### src/rtl/alu_result_fifo.sv
// alu_result_fifo: 4-entry FIFO of ALU results with head flags and saturating drop counter.
// Define ALU_RESULT_PARITY_EN to store per-entry even parity and drive Res_Parity.
module alu_result_fifo (
    input  logic       Clk,
    input  logic       Reset,
    input  logic [7:0] Mux_Out,
    input  logic [3:0] Opcode,
    input  logic       In_Valid,
    output logic       In_Ready,
    output logic [7:0] Res_Data,
    output logic [3:0] Res_Opcode,
    output logic       Res_Zero,
    output logic       Res_Neg,
    output logic       Res_Valid,
    input  logic       Res_Ready,
    output logic [2:0] Count,
    output logic [7:0] Drop_Count
`ifdef ALU_RESULT_PARITY_EN
    ,
    output logic       Res_Parity
`endif
);
    logic [7:0] data_q [4];
    logic [3:0] op_q [4];
    logic [3:0] zero_q, neg_q;
    logic [1:0] wr_ptr, rd_ptr;
    logic       push, pop;
`ifdef ALU_RESULT_PARITY_EN
    logic [3:0] par_q;
`endif

    // In_Ready looks only at Count, so a pop never frees a slot for the same edge
    assign In_Ready  = Count != 3'd4;
    assign Res_Valid = Count != 3'd0;
    assign push      = In_Valid && In_Ready;
    assign pop       = Res_Valid && Res_Ready;

    always_ff @(posedge Clk or negedge Reset) begin
        if (!Reset) begin
            for (int i = 0; i < 4; i++) begin
                data_q[i] <= '0;
                op_q[i]   <= '0;
            end
            zero_q     <= '0;
            neg_q      <= '0;
`ifdef ALU_RESULT_PARITY_EN
            par_q      <= '0;
`endif
            wr_ptr     <= '0;
            rd_ptr     <= '0;
            Count      <= '0;
            Drop_Count <= '0;
        end else begin
            if (push) begin
                data_q[wr_ptr] <= Mux_Out;
                op_q[wr_ptr]   <= Opcode;
                zero_q[wr_ptr] <= Mux_Out == 8'h00;
                neg_q[wr_ptr]  <= Mux_Out[7];
`ifdef ALU_RESULT_PARITY_EN
                par_q[wr_ptr]  <= ^Mux_Out;
`endif
                wr_ptr         <= wr_ptr + 2'd1;
            end
            if (pop)
                rd_ptr <= rd_ptr + 2'd1;
            Count <= Count + {2'b00, push} - {2'b00, pop};
            if (In_Valid && !In_Ready && Drop_Count != 8'hFF)
                Drop_Count <= Drop_Count + 8'd1;
        end
    end

    assign Res_Data   = Res_Valid ? data_q[rd_ptr] : 8'h00;
    assign Res_Opcode = Res_Valid ? op_q[rd_ptr] : 4'h0;
    assign Res_Zero   = Res_Valid && zero_q[rd_ptr];
    assign Res_Neg    = Res_Valid && neg_q[rd_ptr];
`ifdef ALU_RESULT_PARITY_EN
    assign Res_Parity = Res_Valid && par_q[rd_ptr];
`endif
endmodule
### config.mk
export PLATFORM = sky130hd
export DESIGN_NAME = alu_result_fifo
export DESIGN_NICKNAME = d
export VERILOG_FILES = /design/src/rtl/alu_result_fifo.sv
export SDC_FILE = /design/constraint.sdc
export NUM_CORES = 1
export LEC_CHECK = 0
export CELL_PAD_IN_SITES_DETAIL_PLACEMENT = 0
export CELL_PAD_IN_SITES_GLOBAL_PLACEMENT = 1
export CORE_MARGIN = 1
export CORE_UTILIZATION = 45
export CTS_CLUSTER_SIZE = 20
export DETAILED_ROUTE_END_ITERATION = 6
export GPL_ROUTABILITY_DRIVEN = 0
export HOLD_SLACK_MARGIN = 0.05
export PLACE_DENSITY = 0.88
export SYNTH_ARGS = -nofsm -noshare
export SYNTH_HDL_FRONTEND = slang
export SYNTH_SLANG_ARGS = --single-unit
### constraint.sdc
create_clock -name Clk -period 3 [get_ports Clk]
set_clock_uncertainty 0.15 [all_clocks]
set_input_delay 0.3 -clock Clk [delete_from_list [all_inputs] [get_ports Clk]]
set_output_delay 0.3 -clock Clk [all_outputs]
set_load 0.02 [all_outputs]
# [After elaboration in Yosys (flattened, before gate mapping)]
# Index checks and enable logic that the tools add are counted.
[op_classes] add_sub_neg=5 order_cmp=6 n_eq_ne=2 muxes=22 bitwise_logic=2 n_reduce_logical=11
[ops] operator="32-bit bitwise mux" n=1
[ops] operator="8-bit 2-to-1 mux" n=4
[ops] operator="8-bit binary-select mux with 2-bit select" n=1
[ops] operator="16-bit bitwise mux" n=1
[ops] operator="8-bit demux with 2-bit select" n=1
[ops] operator="4-bit 2-to-1 mux" n=4
[ops] operator="8-bit by 1-bit adder with 8-bit output (second input constant)" n=1
[ops] operator="4-bit binary-select mux with 2-bit select" n=1
[ops] operator="4-bit bitwise mux" n=2
[ops] operator="4-bit demux with 2-bit select" n=1
[ops] operator="1-bit logical AND" n=8
[ops] operator="8-bit zero test" n=1
[ops] operator="8-bit inequality test (second input constant)" n=1
[ops] operator="3-bit greater-or-equal comparator (second input constant)" n=2
[ops] operator="2-bit by 3-bit less-than comparator with 1-bit output (second input constant)" n=2
[ops] operator="2-bit inverter with 3-bit output" n=2
[ops] operator="2-bit by 1-bit adder with 2-bit output (second input constant)" n=2
[ops] operator="1-bit binary-select mux with 2-bit select" n=2
[ops] operator="3-bit by 1-bit adder with 3-bit output" n=1
[ops] operator="3-bit by 1-bit less-than comparator with 1-bit output (second input constant)" n=1
[ops] operator="1-bit 2-to-1 mux" n=3
[ops] operator="3-bit inequality test (second input constant)" n=1
[ops] operator="3-bit nonzero test" n=1
[ops] operator="3-bit by 1-bit subtractor with 3-bit output" n=1
[ops] operator="3 further kinds" n=3
[totals] register_bits=71 inputBits=16 out_inout_bits=27 elab_cells=62

# [Depth between registers and ports, before layout]
# Gate-level depths: netlist of run 1.
[logic_depth] word_depth=6 ltp_mapped=10 ltp_nobuf=9

# [Least setup slack after synthesis of run 1]
# OpenSTA, ideal clock, no wires.
[synth_timing] kind="register to register" from="register Count[1]" to="register Count[2]" setup_time_ps=133 t_arrival_ps=2340 required_ps=2717 slack_ps=377 path_stages_with_launch=10 path_buffers=0 period_less_slack_ps=2623 path_cell_list="dfrtp_1 -> or3_2 -> and2_1 -> ha_1 -> inv_1 -> ha_1 -> inv_1 -> fa_1 -> xnor2_1 -> xnor2_1"
[synth_between] elab_cells_between_ends=6 cone_classes="add/sub (2); eq/ne (1); reduce/logical (3)"
[synth_rtl] item="start, declared" line="16" text="output logic [2:0] Count,"
[synth_rtl] item="start signal, assigned" line="66" text="Count <= Count + {2'b00, push} - {2'b00, pop};"
[synth_rtl] item="3-bit nonzero test" line="34" text="assign Res_Valid = Count != 3'd0;"
[synth_rtl] item="1-bit logical AND" line="36" text="assign pop = Res_Valid && Res_Ready;"
[synth_rtl] item="via pop" line="27" text="logic push, pop;"
[synth_rtl] item="3-bit by 1-bit subtractor with 3-bit output" line="66"
# The timed path passes the listed nets, and every way through them passes these cells.
# A chain may end at the register's enable or synchronous reset.

# [Final worst setup path of run 1]
[layout_timing] from="register rd_ptr[0]" to="output port Res_Data[7]"
[layout_between] elab_chain_cells=5
[layout_lines] item="start, declared" line="26" text="logic [1:0] wr_ptr, rd_ptr;"
[layout_lines] item="start signal, assigned" line="65" text="rd_ptr <= rd_ptr + 2'd1;"
[layout_lines] item="2-bit inverter with 3-bit output (not written as such)" line="72" text="assign Res_Data = Res_Valid ? data_q[rd_ptr] : 8'h00;"
[layout_lines] item="8-bit binary-select mux with 2-bit select" line="72"
[layout_lines] item="8-bit 2-to-1 mux (not written as such) (2 in a row)" line="72"
[layout_lines] item="8-bit 2-to-1 mux" line="72"
[layout_lines] item="end, declared" line="10" text="output logic [7:0] Res_Data,"
# Every way passes these cells. The select of a mux whose other input is x is not followed.

==> results of run 1 <==
worst reg2reg max path, stage by stage (launching register included):
cell and delay [ns]:
dfrtp_1 0.46, or3_2 0.51, and2_1 0.20, ha_1 0.27
inv_1 0.06, ha_1 0.14, inv_1 0.05, fa_1 0.37
xnor2_1 0.14, xnor2_1 0.12
worst max-delay path by stage:
stage / start / endpoint / slack (ns)
6_report: rd_ptr[0] / Res_Data[7] / 0.18
5_1_grt: rd_ptr[0] / Res_Neg / 0.03
4_1_cts: rd_ptr[0] / Res_Data[7] / 0.11
3_5_place_dp: Count[1] / Count[2] / 0.42
3_3_place_gp: In_Valid / Count[2] / 0.49
2_1_floorplan: Count[1] / Count[2] / 0.38
state kept, by name, indices dropped and copies added, names as in the netlist:
register    flops
Drop_Count      8
zero_q          4
wr_ptr          2
op_q           16
rd_ptr          2
Count           3
neg_q           3
data_q         29
layer usage:
layer	global-route usage	vias to the layer above
met5	0	-
met4	0.0712	0
met3	0.0390	7
met2	0.282	34
met1	0.240	996
li1	-	895
through the flow:
stage | cell area [µm²] | cells | total power, mW
detailed placement | 3750 | 358 | 3.91
global placement | 3750 | 358 | 3.86
CTS | 3920 | 374 | 4.56
finish | 3920 | 374 | 4.50
floorplan | 3240 | 223 | 3.14
global route | 3920 | 374 | 4.80
placed cells by master (no fill, tap or decap), types with 2 or more instances in the layout:
cell type,count
a211oi_1,2
and2_1,14
buf_4,9
clkbuf_1,3
clkbuf_8,10
clkdlybuf4s50_1,41
dfrtp_1,67
ha_1,7
inv_1,12
mux2_2,43
mux2_4,9
mux2i_1,5
mux4_2,13
nand2_1,4
nand3_1,8
nor3_1,2
nor4_1,3
o21ai_0,3
xnor2_1,5
xor2_1,3
cell type report:
cell class                      instances  area (µm²)  share of cell area
Clock buffer                           13         149              0.0380
Timing Repair Buffer                   52         493               0.126
Sequential cell                        67        1680               0.428
Inverter                               12        45.0              0.0115
Tap cell                               96         120              0.0307
Multi-Input combinational cell        132        1420               0.363
Clock inverter                          2        12.5             0.00319
logic make-up after synthesis:
group                      Yosys count
and+or+nand+nor                     39
adders and majority gates            8
xor gates and xnor gates             8
buffers and inverters               24
DFF                                 67
muxes                               70
AOI/OAI and AO/OA                    7
where the power goes:
part,internal [mW],total (mW),switching [mW]
sequential,1.33,1.61,0.289
clock,0.318,0.628,0.311
combinational,1.33,2.26,0.926
total,2.97,4.50,1.53
==> out/results.ini, run 1 <==
[cts]
cts_resized = 0
post_cts_buffers = 0
cts_tree = done
cts_num_sinks = 67
root_buffer = clkbuf_8
cts_max_level = 3
hold_buffers = 1
cts_made_buffers = 9
clk_pin_slew_worst_paths_ns = 0.07
clock_path_buffers = 2
clkLatencyLatePin_ns = 0.33

[setup_path]
worst-path-buf-inv = 2
slowest_stage = dfrtp_1
critPathTopFamily = buffers and inverters
path_depth = 4
r2r_end = Count[2]
r2r_cells = 9
path_class = flop to primary output
regToRegStartpoint = Count[1]
worstPathArrival_ns = 2.37
r2r_slack_ns = 0.42
end_kind = primary output
cp_slowest_stage_delay_ns = 0.57
cp_data_required_time_ns = 2.55
cp_max_fo = 7
startpoint_type = flop
crit_chain = buf_4 > mux4_2 > and2_1 > clkdlybuf4s50_1

[synthesis]
synthSimpleGateAreaFrac = 0.0727
ys.flop_type = dfrtp_1
synth_cell_type_count = 32
synth_cells = 223
synth_top_area_frac = 0.518
synthArstFlopShare = 1.00
synth_compound_area_frac = 0.0143
synth_seq_cells = 67
ys_warn_count = 0
synth-xor-area-share = 0.0216
synth.area.mux_share = 0.297
synth_area_leaders = dfrtp_1 (52%), mux2_2 (15%), mux4_2 (9.0%)
synth_top_family_by_area = multiplexers
ys_seq_area_frac = 0.518
synth_edf_count = 0
yosys.area_share.adder = 0.0332
yosys-top-cells-count = dfrtp_1 (67), mux2_2 (43), and2_1 (14)
syn_area_per_cell_um2 = 14.5
netlist_area_um2 = 3240
syn_nets = 247
yosysTopAreaCell = dfrtp_1
synth_most_common_cell = dfrtp_1

[detailed_routing]
met3_length_um = 182
route.detailed.drc = 0
routedWlPerCell_um = 15.7
totalWireLength_um = 5870
drt_pass1_iterations = 4
wl_met2_um = 2830
vias = 1932
route.antenna.remaining_nets = 0
highest_layer = met4
via_per_inst = 5.17
dr.first_iter.drc_count = 65
wl_met1_um = 2780

[timing]
fin_crit_ns = 2.82
period_share = 0.941
rsz0062_at_grt = false
max_freq_mhz = 354
maxSlewViolCount = 0
setup_viol = 0
worst_slew_pin_slew_ns = 0.615
maxSlewHeadroom = 0.590
finalHoldViolCount = 0
setup_slack_ns = 0.177
fin_tns_setup_ns = 0
whs_ns = 0.351

[grt]
grt_pass1_wl_um = 9990
grt_overflow_total = 0
grt_antenna_before_repair = 0
grt_pass1_vias = 2009
grtUsageTotal = 0.178
grt_max_degree = 29

[floorplan]
die_area_um2 = 7540
die_h_um = 86.8
core_area_um2 = 6870
rows = 30
initial_core_util = 0.471
dieWidth_um = 86.8
ioPinCount = 43

[power_and_ir_drop]
pwr_density_cell_nw_per_um2 = 1150
max-vdd-ir-drop_uv = 637
p_leak_nw = 1.68

[outcome]
status = complete, no violations

[placed_design]
place_ws_ns = 0.423
port_buffers = 42
hpwl_um = 4040

[worst_hold_path]
hold_path.class = input pin to asynchronous set/reset pin

[flow_run]
cap_violations = 0

[layout]
drive_gt1_frac = 0.320
area_delta_synth_final_pct = 21.0
final_net_count = 298
fin_util = 0.570
antennaDiodeCount = 0
fill_cells = 576

No activity file was read; power rests on OpenSTA's default activity.
==> run 2: changes to the inputs <==
--- a/config.mk
+++ b/config.mk
@@ -5,6 +5,7 @@
 export SDC_FILE = /design/constraint.sdc
 export NUM_CORES = 1
 export LEC_CHECK = 0
+export CAP_MARGIN = 20
 export CELL_PAD_IN_SITES_DETAIL_PLACEMENT = 0
 export CELL_PAD_IN_SITES_GLOBAL_PLACEMENT = 1
 export CORE_MARGIN = 1
==> results of run 2 <==
The final DEF is identical to that of run 1; final timing and power are the same.
==> run 3: changes to the inputs <==
--- a/config.mk
+++ b/config.mk
@@ -8,7 +8,7 @@
 export CAP_MARGIN = 20
 export CELL_PAD_IN_SITES_DETAIL_PLACEMENT = 0
 export CELL_PAD_IN_SITES_GLOBAL_PLACEMENT = 1
-export CORE_MARGIN = 1
+export CORE_MARGIN = 5
 export CORE_UTILIZATION = 45
 export CTS_CLUSTER_SIZE = 20
 export DETAILED_ROUTE_END_ITERATION = 6
==> run 3 against run 2 <==
Effect of this change: worst setup slack improved by 0.12 ns; final cell count increased by 0.27%; global-route usage decreased by 2.9 points; die area increased by 19%; clock-buffer cell count unchanged; largest power group unchanged; largest cell class unchanged; hold slack got worse by 0.0020 ns; sequential share of layout area decreased by 0.34 points; sequential power about the same; critical endpoint is now Res_Data[3]; first-iteration DRC count decreased by 11%.
==> out/results.ini, run 3 (same netlist as run 1, synthesis figures left out) <==
[cts]
cts_tree = done
cts_made_buffers = 9
post_cts_buffers = 0
hold_buffers = 1
cts_max_level = 3
clk_pin_slew_worst_paths_ns = 0.07
cts_num_sinks = 67
cts_resized = 0
clkLatencyLatePin_ns = 0.33
clock_path_buffers = 2
root_buffer = clkbuf_8

[grt]
grt_pass1_wl_um = 10100
grt_max_degree = 39
grt_pass1_vias = 2019
grt_overflow_total = 0
grt_antenna_before_repair = 0
grtUsageTotal = 0.149

[setup_path]
path_class = flop to primary output
cp_slowest_stage_delay_ns = 0.53
cp_data_required_time_ns = 2.55
crit_chain = buf_12 > mux4_2 > and2_1 > clkdlybuf4s50_1
worstPathArrival_ns = 2.25
r2r_end = Count[2]
r2r_cells = 9
cp_max_fo = 12
crit_start = rd_ptr[0]
endpoint = Res_Data[3]
slowest_stage = clkdlybuf4s50_1
startpoint_type = flop
r2r_slack_ns = 0.44
regToRegStartpoint = Count[1]
end_kind = primary output

[timing]
maxSlewHeadroom = 0.537
setup_viol = 0
maxSlewViolCount = 0
rsz0062_at_grt = false
max_freq_mhz = 370
fin_crit_ns = 2.70
finalHoldViolCount = 0
period_share = 0.900
fin_tns_setup_ns = 0
setup_slack_ns = 0.300
worst_slew_pin_slew_ns = 0.695

[floorplan]
ioPinCount = 43
dieWidth_um = 94.8
rows = 31
initial_core_util = 0.454
core_area_um2 = 7140
die_h_um = 94.8
die_area_um2 = 8990

[detailed_routing]
via_per_inst = 5.09
vias = 1908
route.detailed.drc = 0
routedWlPerCell_um = 16.1
dr.first_iter.drc_count = 58
totalWireLength_um = 6040
route.antenna.remaining_nets = 0
drt_pass1_iterations = 4

[layout]
seq_area_um2 = 1680
drive_gt1_frac = 0.322
final_net_count = 296
final_cell_mix = dfrtp_1 (67), mux2_2 (43), clkdlybuf4s50_1 (41)
antennaDiodeCount = 0
fill_cells = 609
design_area_um2 = 3950
layout_commonest_cell = dfrtp_1
area_delta_synth_final_pct = 22.0
largest_register_ffs = 29
fin_util = 0.553
largestRegisters = data_q (29), op_q (16), Drop_Count (8)
top_register = data_q
multi_input_area_um2 = 1420

[placed_design]
place_ws_ns = 0.437
port_buffers = 42
hpwl_um = 4060
dpl-instance-area_um2 = 3760

[outcome]
status = complete, no violations

[flow_run]
cap_violations = 0

[power_and_ir_drop]
max-vdd-ir-drop_uv = 620
pwr_density_cell_nw_per_um2 = 1160
power_mw = 4.56
p_leak_nw = 1.69

[worst_hold_path]
hold_path.class = flop to flop

==> run 3: cell types whose count changed in the layout (fill, tap and decap cells not counted), sizes merged <==
cell | previous run | this run
clkinv | 1 | 2
buf | 10 | 8
clkinvlp | 1 | 0
==> run 3: worst min-delay path by stage <==
stage          cells past startpoint      start  slack (ns)         end
6_report                           1    op_q[7]        0.35     op_q[7]
5_1_grt                            1  data_q[5]        0.37   data_q[5]
4_1_cts                            1    op_q[7]        0.35     op_q[7]
3_5_place_dp                       1      Reset        0.23  data_q[17]
3_3_place_gp                       1      Reset        0.23  data_q[25]
2_1_floorplan                      0      Reset       -0.15    Count[0]
==> run 3: critical path, delay by kind of cell (launching register included) <==
kind | cells | cell delay, ns
simple gates | 1 | 0.17
mux | 1 | 0.52
flops | 1 | 0.49
buf+inv | 2 | 0.73
==> run 3: layout make-up <==
type                            count  share of cell area
Tap cell                           99              0.0314
Clock buffer                       13              0.0428
Timing Repair Buffer               50               0.127
Sequential cell                    67               0.425
Inverter                           12              0.0114
Clock inverter                      2             0.00253
Multi-Input combinational cell    132               0.360
==> run 3: stage by stage <==
stage	std cells	hold WS [ns]
3_5_place_dp	359	0.235
2_1_floorplan	223	-0.146
4_1_cts	375	0.354
3_3_place_gp	359	0.234
5_1_grt	375	0.365
6_report	375	0.349
==> run 3: layer usage <==
metal | GRT usage | part of all wire
met1 | 0.194 | 0.46
met2 | 0.235 | 0.48
met3 | 0.0558 | 0.055
met4 | 0.0397 | 0.0076
met5 | 0 | 0
==> run 3: power breakdown <==
part / switching, mW / internal (mW)
Combinational: 0.915 / 1.34
Clock: 0.315 / 0.361
Sequential: 0.302 / 1.33
